File: src/rtl/led_flow_seq.sv
// Multi-channel LED sequencer: a prescaler sets the step period, and a pointer walks the LEDs (left/right/ping-pong/all-blink) with a PWM duty window.
// Optional build macro LED_TRAIL_EN: also lights the previous position briefly, which gives a dim trailing LED.
//
// state    | meaning
// ---------+------------------------------------------------
// ST_IDLE  | after reset, waiting for the first en=1
// ST_RUN   | prescaler counting, pointer stepping, LEDs driven
// ST_PAUSE | cnt/pos frozen, LEDs dark, waiting for en=1
module led_flow_seq #(
  parameter int unsigned N_LED       = 8,
  parameter int unsigned STEP_CYCLES = 5_000_000,
  parameter int unsigned ON_CYCLES   = 1_250_000,
  parameter int unsigned CNT_W       = 23,
  parameter int unsigned POS_W       = 3
) (
  input  logic             CLK,
  input  logic             RSTn,
  input  logic             en,
  input  logic [1:0]       mode,
  output logic [N_LED-1:0] LED_out,
  output logic [POS_W-1:0] pos,
  output logic             step_tick
);

  typedef enum logic [1:0] {
    ST_IDLE  = 2'd0,
    ST_RUN   = 2'd1,
    ST_PAUSE = 2'd2
  } state_t;

  localparam logic [1:0]       MODE_LEFT  = 2'b00;
  localparam logic [1:0]       MODE_RIGHT = 2'b01;
  localparam logic [1:0]       MODE_PING  = 2'b10;
  localparam logic [1:0]       MODE_BLINK = 2'b11;
  localparam logic [CNT_W-1:0] CNT_LAST   = CNT_W'(STEP_CYCLES - 1);
  localparam logic [POS_W-1:0] POS_LAST   = POS_W'(N_LED - 1);

  state_t             state_q, state_d;
  logic [CNT_W-1:0]   cnt_q, cnt_d;
  logic [POS_W-1:0]   pos_q, pos_d;
  logic               dir_q, dir_d;
  logic [1:0]         mode_q, mode_d;
  logic [N_LED-1:0]   led_q, led_d;

  logic               at_last;
  logic               advance;
  logic               boundary;
  logic               lit;
  logic [31:0]        cnt_ext;
  logic [N_LED-1:0]   pos_hot;

`ifdef LED_TRAIL_EN
  localparam int unsigned TRAIL_CYCLES = ON_CYCLES / 4;
  logic [POS_W-1:0]   pos_prev_q, pos_prev_d;
  logic               trail;
  logic [N_LED-1:0]   prev_hot;
`endif

  // A RUN cycle always completes its own step update, even if en falls in it,
  // so a boundary on the last cycle is never lost when pausing.
  always_comb begin
    at_last  = (cnt_q == CNT_LAST);
    advance  = (state_q == ST_RUN) && (en || at_last);
    boundary = advance && at_last;
    cnt_ext  = 32'(cnt_q);
    lit      = (cnt_ext < ON_CYCLES);
    pos_hot  = N_LED'(1) << pos_q;
  end

  always_comb begin
    state_d = state_q;
    mode_d  = mode_q;
    case (state_q)
      ST_IDLE: begin
        if (en) begin
          state_d = ST_RUN;
          mode_d  = mode;
        end
      end
      ST_RUN: begin
        if (!en) state_d = ST_PAUSE;
      end
      ST_PAUSE: begin
        if (en) state_d = ST_RUN;
      end
      default: state_d = ST_IDLE;
    endcase
    if (boundary) mode_d = mode;
  end

  always_comb begin
    cnt_d = cnt_q;
    if (advance) cnt_d = at_last ? '0 : cnt_q + CNT_W'(1);
  end

  always_comb begin
    pos_d = pos_q;
    dir_d = dir_q;
    if (boundary && (N_LED > 1)) begin
      case (mode_q)
        MODE_LEFT: begin
          pos_d = (pos_q == POS_LAST) ? '0 : pos_q + POS_W'(1);
          dir_d = 1'b1;
        end
        MODE_RIGHT: begin
          pos_d = (pos_q == '0) ? POS_LAST : pos_q - POS_W'(1);
          dir_d = 1'b0;
        end
        MODE_PING: begin
          // Reverse on the endpoint itself so each end is shown for one step only.
          if (dir_q) begin
            if (pos_q == POS_LAST) begin
              pos_d = POS_LAST - POS_W'(1);
              dir_d = 1'b0;
            end else begin
              pos_d = pos_q + POS_W'(1);
            end
          end else begin
            if (pos_q == '0) begin
              pos_d = POS_W'(1);
              dir_d = 1'b1;
            end else begin
              pos_d = pos_q - POS_W'(1);
            end
          end
        end
        default: pos_d = pos_q;
      endcase
    end
  end

`ifdef LED_TRAIL_EN
  always_comb begin
    trail      = (cnt_ext < TRAIL_CYCLES);
    prev_hot   = N_LED'(1) << pos_prev_q;
    pos_prev_d = boundary ? pos_q : pos_prev_q;
  end
`endif

  always_comb begin
    led_d = '0;
    if ((state_q == ST_RUN) && en) begin
      if (mode_q == MODE_BLINK) begin
        led_d = lit ? '1 : '0;
      end else begin
        if (lit) led_d = pos_hot;
`ifdef LED_TRAIL_EN
        if (trail && (N_LED > 1)) led_d = led_d | prev_hot;
`endif
      end
    end
  end

  always_ff @(posedge CLK or negedge RSTn) begin
    if (!RSTn) begin
      state_q <= ST_IDLE;
      cnt_q   <= '0;
      pos_q   <= '0;
      dir_q   <= 1'b1;
      mode_q  <= MODE_LEFT;
      led_q   <= '0;
    end else begin
      state_q <= state_d;
      cnt_q   <= cnt_d;
      pos_q   <= pos_d;
      dir_q   <= dir_d;
      mode_q  <= mode_d;
      led_q   <= led_d;
    end
  end

`ifdef LED_TRAIL_EN
  always_ff @(posedge CLK or negedge RSTn) begin
    if (!RSTn) pos_prev_q <= '0;
    else       pos_prev_q <= pos_prev_d;
  end
`endif

  assign LED_out   = led_q;
  assign pos       = pos_q;
  assign step_tick = (state_q == ST_RUN) && at_last;

endmodule

File: config.mk
export PLATFORM = sky130hd
export DESIGN_NAME = led_flow_seq
export DESIGN_NICKNAME = d
export VERILOG_FILES = /design/src/rtl/led_flow_seq.sv
export SDC_FILE = /design/constraint.sdc
export NUM_CORES = 1
export LEC_CHECK = 0
export CAP_MARGIN = 20
export CORE_MARGIN = 4
export CORE_UTILIZATION = 61
export DETAILED_ROUTE_END_ITERATION = 10
export GPL_TIMING_DRIVEN = 0
export PLACE_DENSITY = 0.92
export SYNTH_ARGS = -nofsm -noshare
export SYNTH_HDL_FRONTEND = slang
export SYNTH_SLANG_ARGS = --single-unit
File: constraint.sdc
create_clock -name CLK -period 3.2 [get_ports CLK]
set_input_delay 0.64 -clock CLK [delete_from_list [all_inputs] [get_ports CLK]]
set_output_delay 0.64 -clock CLK [all_outputs]
set_load 0.005 [all_outputs]
Yosys cells after proc, flatten, opt, wreduce, memory -nomap -nowiden
Cells that the tools add are included.

Add/sub/neg operators: 3. Magnitude comparators: 1. Equal/unequal tests: 9. Shift operators: 1. Mux-type cells: 21. Reduce and logical (&&, ||, !) cells: 15.

Operators with widths (number): $mux W8 (4); $add A23 B1 Y23 const B (1); $eq A23 B23 Y1 const B (1); $lt A23 B21 Y1 const B (1); $mux W23 (1); $mux W3 (5); $mux W2 (5); $pmux W3 S3 (1); $shl A1 B3 Y8 const A (1); $eq A2 B2 Y1 const B (3); $reduce_and A2 Y1 (3); $eq A2 B1 Y1 const B (2); $logic_and A1 B1 Y1 (4); $logic_not A2 Y1 (2); $pmux W2 S2 (1); $reduce_bool A2 Y1 (2); $add A3 B1 Y3 const B (1); $eq A3 B3 Y1 const B (1); $logic_not A3 Y1 (1); $mux W1 (3); $pmux W1 S3 (1); $reduce_bool A3 Y1 (1); $sub A3 B1 Y3 const B (1); $ne A2 B1 Y1 const B (1); other kinds (3) (3).

Flip-flop bits (word level): 39. Bits of input ports: 5. Output and inout port bits: 12. Word-level logic and storage cells: 56.

Depth between registers and ports, before layout
Gate-level depths: netlist of run 1.

Word-level depth: 6. Gate-level depth with buffers: 7.

Worst setup path before layout of run 1
No wires, ideal clock.

Kind: reg2out. Start: reg cnt_q[1]. End: out step_tick. Arrival time: 1.653 ns. Path slack: 0.907 ns. Stages on the path, launching flop included: 6. Path buffers: 1. Cell sequence: dfrtp_1 -> ha_1 -> nor4bb_1 -> nand2_1 -> nor4_4 -> buf_2.

Longest elaborated chain between the ends: 2.

RTL lines: start, declared (RTL line 39) `logic [CNT_W-1:0] cnt_q, cnt_d;`; start signal, assigned (RTL line 164) `cnt_q <= cnt_d;`; $eq A23 B23 Y1 (RTL line 62) `at_last = (cnt_q == CNT_LAST);`; $logic_and A1 B1 Y1 (RTL line 181) `assign step_tick = (state_q == ST_RUN) && at_last;`; end, declared (RTL line 22) `output logic step_tick`.

No other way between the ends.

Worst setup path in the final report of run 1
Start: reg cnt_q[2]. End: out step_tick.

The elaborated chain is that of the path after synthesis.

==> results_dict.tcl, run 1 <==
set metrics [dict create \
    fmax_mhz 318 \
    ff2ff_path_depth 5 \
    drt_pre_antenna_iters 4 \
    worst_pin_slew_ps 866 \
    synth.yosys.seq_area_share_pct 41.4 \
    holdBufCountCts 0 \
    async_reset_ff_share_pct 100 \
    cts_root_buf "clkbuf_8" \
    antenna_found_initial 0 \
    startpoint_type "flop" \
    vias 1997 \
    synth.avg_cell_area_um2 9.76 \
    yosys_warnings 0 \
    cp_slowest_stage_delay_ps 540 \
    routed-wl-met3_um 353 \
    ant_nets 0 \
    dp_hpwl_um 3440 \
    fin_worst_skew_ps 9.98 \
    drt_iter0_drc 223 \
    m1WireLength_um 2280 \
    worst_ep_arrival_time_ps 2500 \
    hp-class "primary input to asynchronous set/reset pin" \
    fin_crit_sh_pct 98.1 \
    grt_pass1_vias 1922 \
    synth_ff_type "dfrtp_1" \
    tns_ps 0 \
    worstPathCellList "and4_2 > clkbuf_2 > nand2_1 > nor4_4 > buf_6 > clkdlybuf4s50_1" \
    die_w_um 70.2 \
    netlist_area_um2 2360 \
    post-route-drc-count 0 \
    fin_crit_ps 3140 \
    cap_violations 0 \
    outcome "completed" \
    grtUsageTotal_pct 22.8 \
    initial_core_util_pct 64.0 \
    std_cell_rows 22 \
    drive_gt1_share_pct 12.0 \
    cts_sinks 39 \
    syn_nets 260 \
    viasPerCell 6.34 \
    crit_buf_inv 3 \
    diodes 0 \
    ys_types 58 \
    power_density_nw_per_um2 425 \
    synthCells 242 \
    gp_congestion 0.898 \
    synth_edf_count 0 \
    grt_pass1_wl_um 9030 \
    cts_made_buffers 5 \
    irDropWorstVdd_v 0.000353 \
    setup_viol 0 \
    leakage_nw 1.14 \
    cts.path.max_buffers 2 \
    io_pins 17 \
    portBuffers 16 \
    path_max_fanout 10 \
    clk_latency_ps 300 \
    routed.top_layer "met4" \
    n_fill_cell 276 \
    slowest_stage "clkdlybuf4s50_1" \
    die_h_um 70.2 \
    grt_remaining_overflow 0 \
    cts_tree "yes" \
    wl_per_cell_um 16.6 \
    critPathTopFamily "buffers and inverters" \
    die-area_um2 4930 \
    worstPathRequired_ps 2560 \
    wl_met2_um 2490 \
    hold_ws_ps 451 \
    ys_seq_elements 39 \
    cp_num_cells 6 \
    h-tree-depth 2 \
    totalWireLength_um 5240 \
    area_growth_pct 14.6 \
    drv_slew 0 \
    r2r_start "cnt_q[15]" \
    rr_endpoint "pos[0]" \
    path_class "flop to primary output" \
    reg2reg_slack_ps 980 \
    grt_max_degree 40 \
    clk_pin_slew_ps 80 \
    cp-end-kind "primary output" \
    finalHoldViolCount 0 \
    slew_headroom_pct 42.3 \
    core_area_um2 3690 \
    final_nets 285 \
]
## worst max-delay path by stage
stage	start	to	slack, ps
3_5_place_dp	cnt_q[1]	step_tick	-30
2_1_floorplan	cnt_q[1]	step_tick	910
5_1_grt	cnt_q[1]	step_tick	-30
4_1_cts	cnt_q[1]	step_tick	20
6_report	cnt_q[2]	step_tick	60
3_3_place_gp	cnt_q[1]	step_tick	100
## synth_stat cells, drive strengths merged (2+ instances only)
master	count	area share (%)
a211oi	2	0.64
a21oi	16	3.4
a31o	2	0.74
and2	4	1.1
and3	3	0.79
buf	2	0.69
clkbuf	5	1.3
dfrtp	38	40
ha	13	6.9
inv	12	1.9
mux2	2	0.95
nand2	14	2.2
nand2b	3	0.79
nand3	12	2.5
nand4	10	4.2
nor2	20	3.2
nor2b	2	0.53
nor3	6	1.3
nor3b	6	1.9
nor4	4	1.7
nor4b	5	1.9
o211ai	2	0.64
o21ai	11	2.3
o31ai	5	1.6
or2	2	0.53
or3	2	0.53
or4	4	1.5
xnor2	9	3.3
xor2	6	2.2
## layer usage
metal  GRT usage (%)  up-vias
met5               0        -
met4            9.15        0
met3            6.19       14
li1                -      932
met2            35.2       80
met1            30.5      971
## timing repair
item,4_1_cts,5_1_grt
resized for setup,4,1
endpoints found under the setup margin,1,1
setup buffers,0,2
pin swaps,0,2
## cell families (layout without fill, tap and decap cells)
kind of cell,after synthesis,count (layout),share of synthesized area [%]
flip-flops,39,39,41.4
AND/OR/NAND/NOR,104,104,27.3
multiplexers,3,3,1.38
adder cells (fa/ha/maj),13,13,6.89
buffers and inverters,19,44,3.92
XOR/XNOR,15,15,5.56
AO/OA/AOI/OAI,49,49,13.6
## sequential cells by signal, summed over array words and instances (netlist names)
register  cells
state_q       2
pos           3
dir_q         1
mode_q        2
LED_out       8
cnt_q        23
## placed cells by master, fill, tap and decap left out, drive strengths merged, types with 2 or more instances in the layout
cell / count
nor2b: 2
nor4: 4
buf: 5
o31ai: 5
o211ai: 2
dfrtp: 38
a211oi: 2
o21ai: 11
a21oi: 16
nand4: 10
or3: 2
nor3b: 6
a31o: 2
nand2b: 3
nor2: 20
nor4b: 5
xnor2: 9
mux2: 2
and2: 4
clkbuf: 11
xor2: 6
nand2: 14
clkdlybuf4s50: 15
nand3: 12
ha: 13
inv: 12
nor3: 6
or4: 4
and3: 3
or2: 2
## report_power, final
| part | internal, mW | switching, mW | leakage [nW] |
|---|---|---|---|
| Sequential | 0.533 | 0.0699 | 0.512 |
| Combinational | 0.0926 | 0.112 | 0.582 |
| Clock | 0.169 | 0.174 | 0.0470 |
| Total | 0.795 | 0.356 | 1.14 |
## through the flow
step / worst slack, ps / instance area [um2] / total power, mW / instances / util (%)
after detailed placement: -29.5 / 2580 / 0.808 / 306 / 69.8
after global routing: -30.3 / 2710 / 1.21 / 315 / 73.4
after CTS: 15.1 / 2690 / 1.15 / 313 / 72.8
after global placement: 102 / 2580 / 0.797 / 306 / 70.0
final: 59.4 / 2710 / 1.15 / 315 / 73.4
after floorplan: 907 / 2360 / 0.750 / 242 / -
## area by class of cell
class	count	area [um2]	share of cell area, %
multi-input combinational	184	1310	48.5
sequential	39	977	36.1
timing repair buffer	18	170	6.29
clock buffer	6	82.6	3.05
tap	48	60.1	2.22
buffer	7	53.8	1.99
inverter	12	45.0	1.66
clock inverter	1	5.00	0.185
(Power assumes the default switching activity.)
==> inputs of run 2 (changes only) <==
Settings changed: PLACE_DENSITY 0.92 to 0.82.
==> run 2 against run 1 <==
Clock skew increased by 0.80 ps. Final area about the same. Hold slack got worse by 10 ps. Critical path depth stayed put. Clock power is 6.1% higher. Critical path type unchanged. Largest power group unchanged.
==> results_dict.tcl, run 2 (same netlist as run 1, synthesis figures left out) <==
set metrics [dict create \
    die_w_um 70.2 \
    seq_power_share_pct 51.6 \
    rsz0062_at_grt "false" \
    fin_util_pct 73.3 \
    tns_ps 0 \
    totalWireLength_um 4830 \
    finalHoldViolCount 0 \
    fin_crit_sh_pct 92.2 \
    power_density_nw_per_um2 432 \
    stdcell_area_um2 2710 \
    grt_pass1_wl_um 8220 \
    regMostFlops "cnt_q" \
    final_common_cell "dfrtp_1" \
    drive_gt1_share_pct 11.2 \
    portBuffers 16 \
    worst_ep_arrival_time_ps 2310 \
    cts_root_buf "clkbuf_8" \
    worstPathRequired_ps 2560 \
    slew_headroom_pct 43.9 \
    swShare_pct 29.7 \
    post-route-drc-count 0 \
    outcome "completed" \
    fmax_mhz 339 \
    leakage_nw 1.14 \
    drt_iter0_drc 164 \
    std_cell_rows 22 \
    grt_max_degree 40 \
    diodes 0 \
    worstPathCellList "ha_1 > nor4bb_4 > nand2_1 > nor4_4 > buf_6 > clkdlybuf4s50_1" \
    final_cell_count_no_fill 315 \
    cp_num_cells 6 \
    p_int_mw 0.822 \
    path_max_fanout 10 \
    die_h_um 70.2 \
    path_class "flop to primary output" \
    worst_pin_slew_ps 842 \
    antenna_found_initial 0 \
    dp_cells 306 \
    largest_register_ffs 23 \
    dpl_cell_area_um2 2580 \
    drt_pre_antenna_iters 4 \
    cp_slowest_stage_delay_ps 500 \
    core_area_um2 3690 \
    gp_congestion 0.863 \
    io_pins 17 \
    slowest_stage "clkdlybuf4s50_1" \
    setup_viol 0 \
    viasPerCell 6.03 \
    fin_worst_skew_ps 10.8 \
    critPathTopFamily "simple AND/OR/NAND/NOR gates" \
    area_growth_pct 14.6 \
    wl_per_cell_um 15.3 \
    final_nets 284 \
    cts_made_buffers 5 \
    vias 1901 \
    crit_buf_inv 2 \
    initial_core_util_pct 64.0 \
    clk_pin_slew_ps 80 \
    fin_crit_ps 2950 \
    hp-class "primary input to asynchronous set/reset pin" \
    grt_remaining_overflow 0 \
    cts.path.max_buffers 2 \
    ant_nets 0 \
    p_comb_share_pct 17.3 \
    cts_tree "yes" \
    die-area_um2 4930 \
    grt_pass1_vias 1751 \
    final_cell_mix "38 x dfrtp_1, 20 x nor2_1, 16 x a21oi_1" \
    irDropWorstVdd_v 0.000350 \
    switchingPower_mw 0.347 \
    drv_slew 0 \
    ff2ff_path_depth 5 \
    dp_hpwl_um 3470 \
    startpoint_type "flop" \
    cts_sinks 39 \
    grtUsageTotal_pct 20.8 \
    holdBufCountCts 0 \
    cap_violations 0 \
    h-tree-depth 2 \
    clk_latency_ps 300 \
    cp-end-kind "primary output" \
    p_clk_share_pct 31.1 \
]
## run 2: power by group through the flow
stage                     clock network, mW  logic [mW]  registers [mW]
after floorplan                           0       0.153           0.597
final                                 0.364       0.202           0.604
after detailed placement                  0       0.198           0.611
after global routing                  0.397       0.232           0.612
after CTS                             0.375       0.203           0.602
after global placement                    0       0.193           0.607
## run 2: worst register-to-register path, delay by kind of cell (launching register included)
kind	cells	cell delay, ps
DFF	1	370
AOI/OAI and AO/OA	1	290
buffers and inverters	1	150
and+or+nand+nor	3	1260
## run 2: final cells by class
type	instances	area, um2
buffer	7	53.8
tap	48	60.1
multi-input combinational	184	1310
timing repair buffer	17	163
fill	287	983
clock buffer	8	100
sequential	39	977
inverter	12	45.0
## run 2: metrics by stage
step,hold WS [ps],setup slack (ps),total power [mW]
2_1_floorplan,344,907,0.750
3_5_place_dp,529,-47.2,0.809
5_1_grt,511,104,1.24
4_1_cts,471,8.46,1.18
6_report,441,248,1.17
3_3_place_gp,529,59.0,0.800
## run 2: metal layers
layer	track usage [%]	up-vias	share of wire [%]	routed length, um
met5	0	-	0	0
li1	-	936	-	-
met3	4.32	6	6.9	331
met2	32.9	58	45	2180
met4	5.96	0	1.1	55
met1	28.7	901	47	2270
## run 2: worst paths after layout
check                       endpoint       from  slack [ps]
min                        cnt_q[10]       RSTn         440
max reg2reg                   pos[0]  cnt_q[15]        1010
min in group CLK           cnt_q[12]  cnt_q[12]         580
max in group asynchronous   cnt_q[9]       RSTn        2220
min reg2reg                cnt_q[12]  cnt_q[12]         580
max                        step_tick   cnt_q[1]         250
## run 2: timing repair
item,CTS,global route
gates resized for setup,4,0
pin swaps,0,1
endpoints found under the setup margin,1,1
setup buffers,0,1
